==> config.mk <==
export PLATFORM = sky130hd
export DESIGN_NAME = sc_upcounter_sequencer
export DESIGN_NICKNAME = d
export VERILOG_FILES = /design/src/rtl/sc_seq_defs_pkg.sv /design/src/rtl/sc_seq_prescaler.sv /design/src/rtl/sc_upcounter_sequencer.sv
export SDC_FILE = /design/constraint.sdc
export NUM_CORES = 1
export LEC_CHECK = 0
export CAP_MARGIN = 10
export CORE_MARGIN = 1
export CORE_UTILIZATION = 60
export CTS_CLUSTER_DIAMETER = 150
export DETAILED_ROUTE_END_ITERATION = 6
export PLACE_DENSITY = 0.86
export SLEW_MARGIN = 20
export SYNTH_ARGS = -nofsm -noshare
export SYNTH_HDL_FRONTEND = slang
export SYNTH_SLANG_ARGS = --single-unit
==> constraint.sdc <==
create_clock -name SC_SEQ_CLOCK_50 -period 7.4 [get_ports SC_SEQ_CLOCK_50]
set_input_delay 1.48 -clock SC_SEQ_CLOCK_50 [delete_from_list [all_inputs] [get_ports SC_SEQ_CLOCK_50]]
set_output_delay 1.48 -clock SC_SEQ_CLOCK_50 [all_outputs]
set_load 0.02 [all_outputs]
==> src/rtl/sc_seq_defs_pkg.sv <==
// rtl/sc_seq_defs_pkg.sv - shared state encodings and helpers for the upcounter sequencer
package sc_seq_defs;

   localparam logic [2:0] STATE_IDLE  = 3'd0;
   localparam logic [2:0] STATE_CLEAR = 3'd1;
   localparam logic [2:0] STATE_RUN   = 3'd2;
   localparam logic [2:0] STATE_PAUSE = 3'd3;
   localparam logic [2:0] STATE_DONE  = 3'd4;

   typedef enum logic [2:0] {
      ST_IDLE  = STATE_IDLE,
      ST_CLEAR = STATE_CLEAR,
      ST_RUN   = STATE_RUN,
      ST_PAUSE = STATE_PAUSE,
      ST_DONE  = STATE_DONE
   } seq_state_e;

   function automatic logic state_is_busy(seq_state_e s);
      return (s == ST_CLEAR) || (s == ST_RUN) || (s == ST_PAUSE);
   endfunction

endpackage

==> src/rtl/sc_seq_prescaler.sv <==
// rtl/sc_seq_prescaler.sv - strobe-period prescaler with sync clear, enable and terminal match
module sc_seq_prescaler #(
   parameter int SEQ_PRESCWIDTH = 20
) (
   input  logic                      clk,
   input  logic                      rst,
   input  logic                      clr,
   input  logic                      en,
   input  logic [SEQ_PRESCWIDTH-1:0] period,
   output logic                      match
);

   logic [SEQ_PRESCWIDTH-1:0] cnt_q;
   logic [SEQ_PRESCWIDTH-1:0] cnt_d;

   assign match = (cnt_q == (period - SEQ_PRESCWIDTH'(1)));

   // Enabled count wraps to zero on the cycle it matches, which is the strobe cycle.
   always_comb begin
      cnt_d = cnt_q;
      if (clr) begin
         cnt_d = '0;
      end else if (en) begin
         cnt_d = match ? '0 : cnt_q + SEQ_PRESCWIDTH'(1);
      end
   end

   always_ff @(posedge clk or posedge rst) begin
      if (rst) begin
         cnt_q <= '0;
      end else begin
         cnt_q <= cnt_d;
      end
   end

endmodule

==> src/rtl/sc_upcounter_sequencer.sv <==
// rtl/sc_upcounter_sequencer.sv - run controller issuing timed count strobes to an upcounter
module sc_upcounter_sequencer
   import sc_seq_defs::*;
#(
   parameter int SEQ_DATAWIDTH  = 8,
   parameter int SEQ_PRESCWIDTH = 20
) (
   input  logic                      SC_SEQ_CLOCK_50,
   input  logic                      SC_SEQ_RESET_InHigh,
   input  logic                      SC_SEQ_start_InLow,
   input  logic                      SC_SEQ_pause_InLow,
   input  logic [SEQ_PRESCWIDTH-1:0] SC_SEQ_period_InBUS,
   input  logic [SEQ_DATAWIDTH-1:0]  SC_SEQ_limit_InBUS,
   input  logic [SEQ_DATAWIDTH-1:0]  SC_SEQ_count_InBUS,
   output logic                      SC_SEQ_upcount_OutLow,
   output logic                      SC_SEQ_clear_OutHigh,
   output logic                      SC_SEQ_done_OutHigh,
   output logic                      SC_SEQ_busy_OutHigh
);

   seq_state_e                state_q, state_d;
   logic [SEQ_PRESCWIDTH-1:0] period_q, period_d;
   logic [SEQ_DATAWIDTH-1:0]  limit_q, limit_d;

   logic start_req;
   logic pause_req;
   logic at_limit;
   logic presc_clr;
   logic presc_en;
   logic presc_match;

   assign start_req = ~SC_SEQ_start_InLow;
   assign pause_req = ~SC_SEQ_pause_InLow;
   assign at_limit  = (SC_SEQ_count_InBUS >= limit_q);

   sc_seq_prescaler #(
      .SEQ_PRESCWIDTH(SEQ_PRESCWIDTH)
   ) u_prescaler (
      .clk    (SC_SEQ_CLOCK_50),
      .rst    (SC_SEQ_RESET_InHigh),
      .clr    (presc_clr),
      .en     (presc_en),
      .period (period_q),
      .match  (presc_match)
   );

   always_comb begin
      state_d   = state_q;
      period_d  = period_q;
      limit_d   = limit_q;
      presc_clr = 1'b0;
      presc_en  = 1'b0;
      case (state_q)
         ST_IDLE: begin
            if (start_req) begin
               state_d  = ST_CLEAR;
               period_d = (SC_SEQ_period_InBUS == '0) ? SEQ_PRESCWIDTH'(1) : SC_SEQ_period_InBUS;
               limit_d  = SC_SEQ_limit_InBUS;
            end
         end
         ST_CLEAR: begin
            presc_clr = 1'b1;
            state_d   = ST_RUN;
         end
         ST_RUN: begin
            // Restart outranks the terminal check so a caller can always re-arm.
            if (start_req) begin
               state_d  = ST_CLEAR;
               period_d = (SC_SEQ_period_InBUS == '0) ? SEQ_PRESCWIDTH'(1) : SC_SEQ_period_InBUS;
               limit_d  = SC_SEQ_limit_InBUS;
            end else if (at_limit) begin
               state_d = ST_DONE;
            end else if (pause_req) begin
               state_d = ST_PAUSE;
            end else begin
               presc_en = 1'b1;
            end
         end
         ST_PAUSE: begin
            if (start_req) begin
               state_d  = ST_CLEAR;
               period_d = (SC_SEQ_period_InBUS == '0) ? SEQ_PRESCWIDTH'(1) : SC_SEQ_period_InBUS;
               limit_d  = SC_SEQ_limit_InBUS;
            end else if (!pause_req) begin
               state_d = ST_RUN;
            end
         end
         ST_DONE: begin
            state_d = ST_IDLE;
         end
         default: begin
            state_d = ST_IDLE;
         end
      endcase
   end

   always_ff @(posedge SC_SEQ_CLOCK_50 or posedge SC_SEQ_RESET_InHigh) begin
      if (SC_SEQ_RESET_InHigh) begin
         state_q  <= ST_IDLE;
         period_q <= SEQ_PRESCWIDTH'(1);
         limit_q  <= '0;
      end else begin
         state_q  <= state_d;
         period_q <= period_d;
         limit_q  <= limit_d;
      end
   end

   // Strobe uses the live count feedback, so it stops the very cycle the limit is hit.
   assign SC_SEQ_upcount_OutLow = ~((state_q == ST_RUN) && !pause_req && presc_match && !at_limit);
   assign SC_SEQ_clear_OutHigh  = (state_q == ST_CLEAR);
   assign SC_SEQ_done_OutHigh   = (state_q == ST_DONE);
   assign SC_SEQ_busy_OutHigh   = state_is_busy(state_q);

endmodule

==> key figures, run 1 <==
STA
  • Fmax: 180.1 MHz
  • Worst slew pin tran: 0.9768 ns
  • Final Cycle Share: 0.7502
  • Sum Neg Setup Slack: 0 ns
  • Final setup fails: 0
  • Tmin final: between 5 and 6 ns
  • Slew Limit Fails: 0
  • Skew final: 0.01216 ns
  • RSZ-0062 raised after global routing: no
  • Max-slew headroom: 0.3439
  • Final Hold Viols: 0

Pwr
  • Total power: 0.001126 W
  • Sw Share: 0.3901
  • Clock share of power: 0.148
  • Net switching power figure: 0.0004394 W
  • Pwr Density: 295.6 nW/um^2
  • Sequential share of power: 0.428
  • P_int: 0.0006869 W
  • Lkg Pwr: 1.590 nW
  • Worst IR drop on VDD: approximately 0.18 mV
  • Logic gate share of total power: 0.424

Yosys
  • Yosys top cell by area: dfrtp_1
  • Flops & latches, synth: 51
  • Synth cell types: 55
  • Post-synth top cells: dfrtp_1, mux2_2, xor2_1
  • Most frequent cell after synthesis: dfrtp_1
  • Primary FF master, synth: dfrtp_1
  • YS warnings: 0
  • Cells after Synth: approximately 330
  • Synth top area share: 0.3799
  • Syn nets: 376
  • Fraction of registers with async set/reset: 1.000
  • Synth area leaders: dfrtp_1, mux2_2, xor2_1
  • Seq/Total Area, Yosys: 0.3879
  • Number of synthesized flops with an enable pin: 0
  • Mapped Area: 3293 um^2
  • Syn_area_per_cell: 10.10 um^2

Routing
  • Via count: 2585
  • Drt drc: 0
  • Vias per cell: 5.943
  • Mean routed wirelength per cell: ~16 um
  • Initial drt markers: 138
  • Number of routed nets with antenna violations: 0
  • Post-Route WL: 6968 um
  • Drt pass-1 iters: 4

Final layout
  • Final non-filler cell total: 435
  • Filler cells: 388
  • Ant. Diodes: 0
  • NumNets Final: 414
  • Share of layout cells above drive strength 1: 0.1452
  • Area Overhead vs Synth: 15.69%

Setup path
  • Stages on worst setup path: 9
  • Startpoint Class: input pin
  • Crit path required time: just under 6 ns
  • Slowest CP cell: clkdlybuf4s50_1
  • Worst path bufs/invs: 3
  • Worst path max stage delay: 0.56 ns
  • CP Cell Sequence: clkdlybuf4s50_1 > inv_1 > ha_1 > nand2b_1 > a21o_1 > a211o_2 > a211oi_1 > nand4_1 > clkdlybuf4s50_1
  • R2R depth: 7
  • Critical path fanouts, max: 4
  • CP top delay family: buffers and inverters
  • Critical Path End Type: primary output
  • CP dominant cell by count: clkdlybuf4s50_1
  • WP data arrival: approximately 4 ns
  • Crit Path Class: in2out

Place
  • I/O Buffers: 43
  • DP Cell Count: 427
  • Gpl congestion: 0.8366
  • Post-detail-place hpwl: 5233 um

CTS
  • Worst-path clk slew: around 0.10 ns
  • Post-cts sizing count: 0
  • TritonCTS buffer count: 5
  • Skew-Pair Late Insertion Delay: 0.31 ns
  • Clock Tree Buf Depth: 2
  • Setup Buffers After CTS: 0
  • CTS Sinks: 51
  • Hold buffer count at cts: 0
  • H-tree depth: 2
  • CTS tree: built
  • Root Buffer: clkbuf_8

Floorplan
  • I/O Pins: 44
  • Die width: 76.09 um
  • Initial Utilization: 0.6327
  • Vert. Die Dim: 76.09 um
  • Core Footprint: around 5200 um^2
  • Row cnt: 26
  • Die ar.: 5789 um^2

Status
  • Outcome: completed

GRT
  • Total global-route track usage: 0.2569
  • Vias in the first global route: about 2500
  • Pin count of the biggest net entering global routing: 52
  • Grt total ovfl: 0
  • First-pass GRT wire length: 11910 um
  • Initial antenna violation count: 0

Run
  • Max-cap violations: 0

Min path
  • Hold Path Depth: 1
  • Worst min-delay path class: reg2reg
[power groups by stage]
stage          clock network, W  logic (W)  registers (W)
2_1_floorplan                 0   0.000417       0.000437
3_3_place_gp                  0   0.000450       0.000484
3_5_place_dp                  0   0.000474       0.000486
4_1_cts                0.000168   0.000476       0.000481
5_1_grt                0.000176   0.000531       0.000497
6_report               0.000166   0.000477       0.000483
[routing by layer]
metal / global-route usage / routed length, um / vias up
met4: 0.06346 / 63 / 0
met1: 0.3349 / 3053 / 1262
met2: 0.4445 / 3534 / 62
met5: 0 / 0 / -
li1: - / - / 1254
met3: 0.04431 / 317 / 7
[logic make-up after synthesis]
family | share of synthesized area
flip-flops | 0.3879
AND/OR/NAND/NOR | 0.2283
adder cells (fa/ha/maj) | 0.03799
buffers and inverters | 0.05357
XOR/XNOR | 0.1197
AO/OA/AOI/OAI | 0.07713
multiplexers | 0.09536
[area by class of cell]
| class | instances | area, um^2 | area share |
|---|---|---|---|
| multi-input cells | 244 | 1843 | 0.4837 |
| clock buffers | 7 | 86.33 | 0.02266 |
| inverters | 17 | 65.06 | 0.01708 |
| repair buffers | 45 | 445.4 | 0.1169 |
| flip-flops and latches | 51 | 1277 | 0.3353 |
| well taps | 70 | 87.58 | 0.02299 |
| clock inverters | 1 | 5.005 | 0.001314 |
[worst paths after layout]
path | from | slack, ns | end
setup / recovery | SC_SEQ_count_InBUS[0] | 1.85 | SC_SEQ_upcount_OutLow
hold / removal | limit_q[1]$_DFFE_PP0P_ | 0.51 | limit_q[1]$_DFFE_PP0P_
setup reg to reg | period_q[2]$_DFFE_PP0P_ | 3.98 | u_prescaler.cnt_q[10]$_DFFE_PP0P_
hold reg to reg | limit_q[1]$_DFFE_PP0P_ | 0.51 | limit_q[1]$_DFFE_PP0P_
max in group asynchronous | SC_SEQ_RESET_InHigh | 5.23 | period_q[4]$_DFFE_PP0P_
min in group asynchronous | SC_SEQ_RESET_InHigh | 1.63 | limit_q[1]$_DFFE_PP0P_
[through the flow]
stage | instance area (um^2) | setup WS (ns) | util | hold slack [ns]
2_1_floorplan | 3293 | 2.860 | - | 0.4794
3_3_place_gp | 3714 | 1.928 | 0.7135 | 0.4893
3_5_place_dp | 3714 | 1.856 | 0.7135 | 0.4954
4_1_cts | 3805 | 1.846 | 0.7310 | 0.5175
5_1_grt | 3810 | 1.636 | 0.7320 | 0.5385
6_report | 3810 | 1.849 | 0.7320 | 0.5136
[layout by cell type, fill, tap and decap left out, types with 3 or more instances in the layout]
master / synthesis / routed
nor3_2: 3 / 3
nand3_1: 10 / 10
or3_1: 3 / 3
clkdlybuf4s50_1: 0 / 43
dfrtp_1: 50 / 50
nor2b_1: 4 / 4
nor3b_1: 3 / 3
nor2_1: 18 / 18
nor3_1: 22 / 22
and2_1: 3 / 3
nand2_1: 12 / 12
o21ai_0: 6 / 6
nor4_1: 9 / 9
and3_1: 7 / 7
ha_1: 10 / 10
a21oi_1: 5 / 5
xnor2_1: 20 / 20
nand4_1: 14 / 14
a31oi_1: 3 / 3
xor2_1: 25 / 25
or4_1: 3 / 3
o31ai_1: 3 / 3
inv_1: 17 / 16
mux2_2: 27 / 27
clkbuf_8: 3 / 6
[worst reg2reg max path, stage by stage (launching register included)]
cell,delay [ns]
dfrtp_1,0.48
nor4_2,0.55
nand3_1,0.23
or4_1,0.46
xnor2_1,0.14
or4_4,0.56
nor4_4,0.75
nor3_1,0.12
[registers in the layout (all words and copies together) (netlist names)]
name,count
limit_q,8
state_q,3
u_prescaler.cnt_q,20
period_q,20
(Power assumes the default switching activity.)
==> run 2, diff against run 1 <==
--- a/config.mk
+++ b/config.mk
@@ -7,10 +7,10 @@
 export LEC_CHECK = 0
 export CAP_MARGIN = 10
 export CORE_MARGIN = 1
-export CORE_UTILIZATION = 60
+export CORE_UTILIZATION = 50
 export CTS_CLUSTER_DIAMETER = 150
 export DETAILED_ROUTE_END_ITERATION = 6
-export PLACE_DENSITY = 0.86
+export PLACE_DENSITY = 0.76
 export SLEW_MARGIN = 20
 export SYNTH_ARGS = -nofsm -noshare
 export SYNTH_HDL_FRONTEND = slang
==> constraint.sdc (replaced) <==
create_clock -name SC_SEQ_CLOCK_50 -period 4.85 [get_ports SC_SEQ_CLOCK_50]
set_input_delay 0.97 -clock SC_SEQ_CLOCK_50 [delete_from_list [all_inputs] [get_ports SC_SEQ_CLOCK_50]]
set_output_delay 0.97 -clock SC_SEQ_CLOCK_50 [all_outputs]
set_load 0.02 [all_outputs]
==> run 2 against run 1 <==
Effect of this change: critical path depth grew 2; combinational power up 51%; flip-flop and latch count stayed put; first-iteration DRC count is 11% higher; wire length is 1.2% lower; clock power rose by 80%; total power increased by 56%; via count grew 0.31%; setup slack got worse by 1.6 ns; register-to-register slack lost 2.1 ns; clock skew grew 0.0032 ns; die area up 19%; largest cell class unchanged; highest routed layer unchanged.
==> key figures, run 2 (same netlist as run 1, synthesis figures left out) <==
Pwr
  • Lkg Pwr: 1.620 nW
  • Logic gate share of total power: 0.410
  • Pwr Density: 454.2 nW/um^2
  • Worst IR drop on VDD: between 0.3 and 0.4 mV
  • Clock share of power: 0.170
  • Net switching power figure: 0.0006672 W
  • P_int: 0.001091 W
  • Sw Share: 0.3794
  • Sequential share of power: 0.420

Final layout
  • Filler cells: 537
  • Commonest non-fill, non-tap cells in the layout: dfrtp_1, clkdlybuf4s50_1, mux2_2, xor2_1, nor3_1
  • Area Overhead vs Synth: 17.55%
  • Biggest regs: period_q (20), u_prescaler.cnt_q (20), limit_q (8)
  • Ant. Diodes: 0
  • Share of layout cells above drive strength 1: 0.1541
  • Area occupied by multi-input gates: 1839 um^2
  • Register area: around 1300 um^2
  • NumNets Final: 419
  • Commonest non-fill, non-tap cell in the layout: dfrtp_1

Setup path
  • WP data arrival: about 3.6 ns
  • Critical path fanouts, max: 7
  • Worst path bufs/invs: 3
  • Reg2reg end: u_prescaler.cnt_q[17]$_DFFE_PP0P_
  • R2r setup slk: 1.89 ns
  • CP Cell Sequence: inv_1 > ha_1 > nor3b_2 > nand2_2 > xor2_1 > o31a_1 > or4_4 > nor3_1 > buf_4 > nand4_1 > clkdlybuf4s50_1
  • Startpoint Class: register
  • Crit path required time: 3.88 ns
  • CP top delay family: simple AND/OR/NAND/NOR gates
  • R2R depth: 10
  • Slowest CP cell: clkdlybuf4s50_1
  • Worst path max stage delay: 0.57 ns
  • FF-to-FF Start: period_q[1]$_DFFE_PP0P_
  • Crit Path Class: reg2out
  • Critical Path End Type: primary output

CTS
  • Worst-path clk slew: 0.09 ns
  • Root Buffer: clkbuf_8
  • TritonCTS buffer count: 5
  • Hold buffer count at cts: 0
  • Post-cts sizing count: 0
  • CTS Sinks: between 50 and 60
  • H-tree depth: 2
  • CTS tree: built
  • Setup Buffers After CTS: 0
  • Clock Tree Buf Depth: 2
  • Skew-Pair Late Insertion Delay: ~0.31 ns

Status
  • Outcome: completed

Routing
  • Mean routed wirelength per cell: 15.41 um
  • Vias per cell: 5.801
  • Initial drt markers: about 150
  • Number of routed nets with antenna violations: 0
  • Via count: 2593
  • Drt drc: 0
  • Drt pass-1 iters: 4
  • Post-Route WL: 6887 um

STA
  • RSZ-0062 raised after global routing: no
  • Skew final: around 0.015 ns
  • Worst slew pin tran: 0.8785 ns
  • Final setup fails: 0
  • Max-slew headroom: 0.4137
  • Final Hold Viols: 0
  • Slew Limit Fails: 0
  • WHS: 0.5117 ns
  • Fmax: 217.4 MHz
  • Sum Neg Setup Slack: 0 ns
  • Final Cycle Share: 0.9483
  • Tmin final: 4.599 ns

Floorplan
  • I/O Pins: 44
  • Core Footprint: approximately 6300 um^2
  • Initial Utilization: 0.5186
  • Row cnt: 29
  • Die ar.: approximately 7000 um^2
  • Die width: 83.16 um
  • Vert. Die Dim: 83.16 um

GRT
  • Grt total ovfl: 0
  • Pin count of the biggest net entering global routing: 52
  • Total global-route track usage: 0.2140
  • Initial antenna violation count: 0
  • First-pass GRT wire length: 12120 um
  • Vias in the first global route: 2650

Place
  • Post-detail-place hpwl: between 5000 and 6000 um
  • Gpl congestion: 0.8078
  • I/O Buffers: 43

Min path
  • Worst min-delay path class: reg2reg
  • Hold Path Depth: 1
  • Min-delay src: limit_q[5]$_DFFE_PP0P_
  • Worst hold endpoint: limit_q[5]$_DFFE_PP0P_

Run
  • Max-cap violations: 0
==> run 2: cell types whose count changed in the layout (fill, tap and decap cells not counted) <==
cell,delta
a21boi_1,+1
a21boi_2,-1
buf_4,+5
bufinv_16,+1
clkbuf_8,-1
clkinv_2,-1
clkinvlp_4,+1
==> run 2: cell type report <==
cell class	count	area share
clock buffer	6	0.01875
clock inverter	2	0.009696
inverter	17	0.01681
multi-input combinational	244	0.4751
sequential	51	0.3300
tap	77	0.02489
timing repair buffer	50	0.1248
==> run 2: per-stage QoR <==
step                setup slack [ns]  cell area [um^2]  instances  utilization  power, W
floorplan                      1.113              3293        326            -  0.001303
global placement              0.3710              3760        439       0.5921  0.001436
detailed placement            0.3606              3760        439       0.5921  0.001466
CTS                           0.2597              3870        447       0.6095  0.001766
global route                 0.05087              3871        447       0.6097  0.001885
finish                        0.2509              3871        447       0.6097  0.001758
==> run 2: worst max-delay path by stage <==
stage / startpoint / to / slack [ns] / cells past startpoint
2_1_floorplan: period_q[2]$_DFFE_PP0P_ / SC_SEQ_upcount_OutLow / 1.11 / 8
3_3_place_gp: SC_SEQ_count_InBUS[0] / SC_SEQ_upcount_OutLow / 0.37 / 9
3_5_place_dp: SC_SEQ_count_InBUS[0] / SC_SEQ_upcount_OutLow / 0.36 / 9
4_1_cts: period_q[1]$_DFFE_PP0P_ / SC_SEQ_upcount_OutLow / 0.26 / 11
5_1_grt: period_q[1]$_DFFE_PP0P_ / SC_SEQ_upcount_OutLow / 0.05 / 11
6_report: period_q[1]$_DFFE_PP0P_ / SC_SEQ_upcount_OutLow / 0.25 / 11
==> run 2: worst register-to-register path, delay by kind of cell, from the launching register on <==
| family | cells | cell delay [ns] |
|---|---|---|
| AO/OA/AOI/OAI | 1 | 0.25 |
| adder cells (fa/ha/maj) | 1 | 0.24 |
| buffers and inverters | 2 | 0.34 |
| flip-flops | 1 | 0.43 |
| XOR/XNOR | 1 | 0.18 |
| AND/OR/NAND/NOR | 5 | 1.40 |
==> run 2: power groups by stage <==
| stage | combinational [W] | clock [W] | sequential (W) |
|---|---|---|---|
| after floorplan | 0.000636 | 0 | 0.000667 |
| after global placement | 0.000695 | 0 | 0.000740 |
| after detailed placement | 0.000719 | 0 | 0.000746 |
| after CTS | 0.000727 | 0.000302 | 0.000738 |
| after global routing | 0.000802 | 0.000319 | 0.000764 |
| final | 0.000721 | 0.000298 | 0.000739 |
==> run 2: per-layer routing <==
layer | vias to the layer above | global-route usage | wire length [um] | share of wire
met5 | - | 0 | 0 | 0
met2 | 68 | 0.3703 | 3372 | 0.49
met4 | 0 | 0.06270 | 105 | 0.015
li1 | 1265 | - | - | -
met3 | 12 | 0.03479 | 303 | 0.044
met1 | 1248 | 0.2752 | 3106 | 0.45
==> run 3, diff against run 2 <==
--- a/config.mk
+++ b/config.mk
@@ -7,10 +7,10 @@
 export LEC_CHECK = 0
 export CAP_MARGIN = 10
 export CORE_MARGIN = 1
-export CORE_UTILIZATION = 50
+export CORE_UTILIZATION = 44
 export CTS_CLUSTER_DIAMETER = 150
 export DETAILED_ROUTE_END_ITERATION = 6
-export PLACE_DENSITY = 0.76
+export PLACE_DENSITY = 0.69
 export SLEW_MARGIN = 20
 export SYNTH_ARGS = -nofsm -noshare
 export SYNTH_HDL_FRONTEND = slang
==> run 3 against run 2 <==
Effect of this change: cell count grew 5.1%; via count about the same; sequential power about the same; combinational power increased by 1%; setup slack better by 0.019 ns; critical path depth fell by 2; core utilization shrank 7.3 points; clock-buffer cell count is 2 higher; largest cell class unchanged; highest routed layer unchanged.
==> key figures, run 3 (same netlist as run 1, synthesis figures left out) <==
Status
  • Outcome: completed

Pwr
  • Worst IR drop on VDD: 0.2487 mV
  • Clock share of power: 0.155
  • Net switching power figure: 0.0006675 W
  • Total power: 0.001737 W
  • Lkg Pwr: 1.625 nW
  • Pwr Density: 446.1 nW/um^2
  • Sequential share of power: 0.426
  • Logic gate share of total power: 0.419
  • Sw Share: 0.3842
  • P_int: 0.001070 W

Routing
  • Drt pass-1 iters: 5
  • Via count: 2591
  • Initial drt markers: 79
  • Drt drc: 0
  • Number of routed nets with antenna violations: 0
  • Post-Route WL: 7248 um
  • Mean routed wirelength per cell: 15.42 um
  • Vias per cell: 5.513

Final layout
  • Filler cells: between 600 and 700
  • Share of layout cells above drive strength 1: 0.1563
  • NumNets Final: 420
  • Design Area, Final: 3895 um^2
  • Commonest non-fill, non-tap cell in the layout: dfrtp_1
  • Area Overhead vs Synth: 18.28%
  • Biggest regs: period_q (20), u_prescaler.cnt_q (20), limit_q (8)
  • Ant. Diodes: 0
  • Commonest non-fill, non-tap cells in the layout: dfrtp_1, clkdlybuf4s50_1, mux2_2, xor2_1, nor3_1

Setup path
  • Startpoint Class: input pin
  • Crit path required time: 3.88 ns
  • Critical Path End Type: primary output
  • Critical path fanouts, max: 4
  • Crit Path Class: in2out
  • WP data arrival: 3.61 ns

STA
  • Skew final: 0.005726 ns
  • Final Cycle Share: 0.9444
  • Slew Limit Fails: 0
  • Fmax: 218.3 MHz
  • Tmin final: around 4.6 ns
  • RSZ-0062 raised after global routing: no
  • Sum Neg Setup Slack: 0 ns
  • Max-slew headroom: 0.4229
  • Final setup fails: 0
  • Worst slew pin tran: 0.8591 ns
  • Final Hold Viols: 0
  • Final worst slack: 0.2696 ns

CTS
  • Worst-path clk slew: 0.09 ns
  • Root Buffer: clkbuf_8
  • TritonCTS buffer count: 5
  • CTS Sinks: 51
  • H-tree depth: 2
  • Hold buffer count at cts: 0
  • CTS tree: built
  • Skew-Pair Late Insertion Delay: 0.30 ns
  • Setup Buffers After CTS: 0
  • Post-cts sizing count: 0
  • Clock Tree Buf Depth: 2

GRT
  • Pin count of the biggest net entering global routing: 45
  • First-pass GRT wire length: 11960 um
  • Total global-route track usage: 0.1996
  • Initial antenna violation count: 0
  • Grt total ovfl: 0
  • Vias in the first global route: about 2500

Place
  • Gpl congestion: roughly 0.83
  • Setup slack at placement: 0.3128 ns
  • Post-detail-place hpwl: 5420 um
  • I/O Buffers: 43
  • Placed cell area: 3795 um^2

Floorplan
  • Die ar.: 7834 um^2
  • I/O Pins: 44
  • Die width: between 80 and 90 um
  • Core Footprint: 7253 um^2
  • Vert. Die Dim: about 89 um
  • Row cnt: 31
  • Initial Utilization: 0.4540

Min path
  • Worst min-delay path class: reg2reg

Run
  • Max-cap violations: 0
run 3: changes by cell type in the layout (fill, tap and decap cells not counted):
cell,delta
clkbuf_8,+2
bufinv_16,-1
clkinv_2,-1
clkinvlp_4,-1
inv_2,+1
buf_4,+1
run 3: per-layer routing:
layer / vias up / global-route usage / routed length (um)
met2: 87 / 0.3413 / 3533
met4: 0 / 0.05425 / 109
li1: 1269 / - / -
met1: 1221 / 0.2570 / 3148
met5: - / 0 / 0
met3: 14 / 0.04011 / 457
run 3: layout make-up:
| class | count | area [um^2] | area share |
|---|---|---|---|
| Timing Repair Buffer | 51 | 490.5 | 0.1259 |
| Sequential cell | 51 | 1277 | 0.3280 |
| Clock buffer | 8 | 100.1 | 0.02570 |
| Tap cell | 99 | 123.9 | 0.03180 |
| Multi-Input combinational cell | 244 | 1839 | 0.4722 |
| Inverter | 17 | 63.81 | 0.01638 |
run 3: power by group through the flow:
| stage | combinational [W] | sequential, W | clock, W |
|---|---|---|---|
| after floorplan | 0.000636 | 0.000667 | 0 |
| after global placement | 0.000702 | 0.000743 | 0 |
| after detailed placement | 0.000726 | 0.000749 | 0 |
| after CTS | 0.000731 | 0.000740 | 0.000279 |
| after global routing | 0.000813 | 0.000761 | 0.000293 |
| final | 0.000728 | 0.000740 | 0.000269 |
run 3: worst paths after layout:
| path | end | startpoint | slack, ns | cells past startpoint |
|---|---|---|---|---|
| worst min register to register | limit_q[5]$_DFFE_PP0P_ | limit_q[5]$_DFFE_PP0P_ | 0.51 | 1 |
| min in group asynchronous | limit_q[5]$_DFFE_PP0P_ | SC_SEQ_RESET_InHigh | 0.87 | 2 |
| worst max-delay path | SC_SEQ_upcount_OutLow | SC_SEQ_count_InBUS[0] | 0.27 | 9 |
| worst min-delay path | limit_q[5]$_DFFE_PP0P_ | limit_q[5]$_DFFE_PP0P_ | 0.51 | 1 |
| max in group asynchronous | period_q[0]$_DFFE_PP1P_ | SC_SEQ_RESET_InHigh | 3.17 | 3 |
| worst max register to register | u_prescaler.cnt_q[4]$_DFFE_PP0P_ | period_q[1]$_DFFE_PP0P_ | 1.91 | 10 |
run 3: critical path: stages:
cell and delay, ns:
clkdlybuf4s50_1 0.46, inv_1 0.04, ha_1 0.27, nand2b_1 0.14, a21o_1 0.18, a211o_2 0.36
a211oi_1 0.44, nand4_1 0.17, clkdlybuf4s50_1 0.57
run 3: stage by stage:
stage | std cells | utilization | hold slack (ns)
floorplan | 326 | - | 0.4794
finish | 470 | 0.5370 | 0.5119
CTS | 470 | 0.5370 | 0.5149
global route | 470 | 0.5370 | 0.5214
detailed placement | 462 | 0.5232 | 0.4936
global placement | 462 | 0.5232 | 0.4913
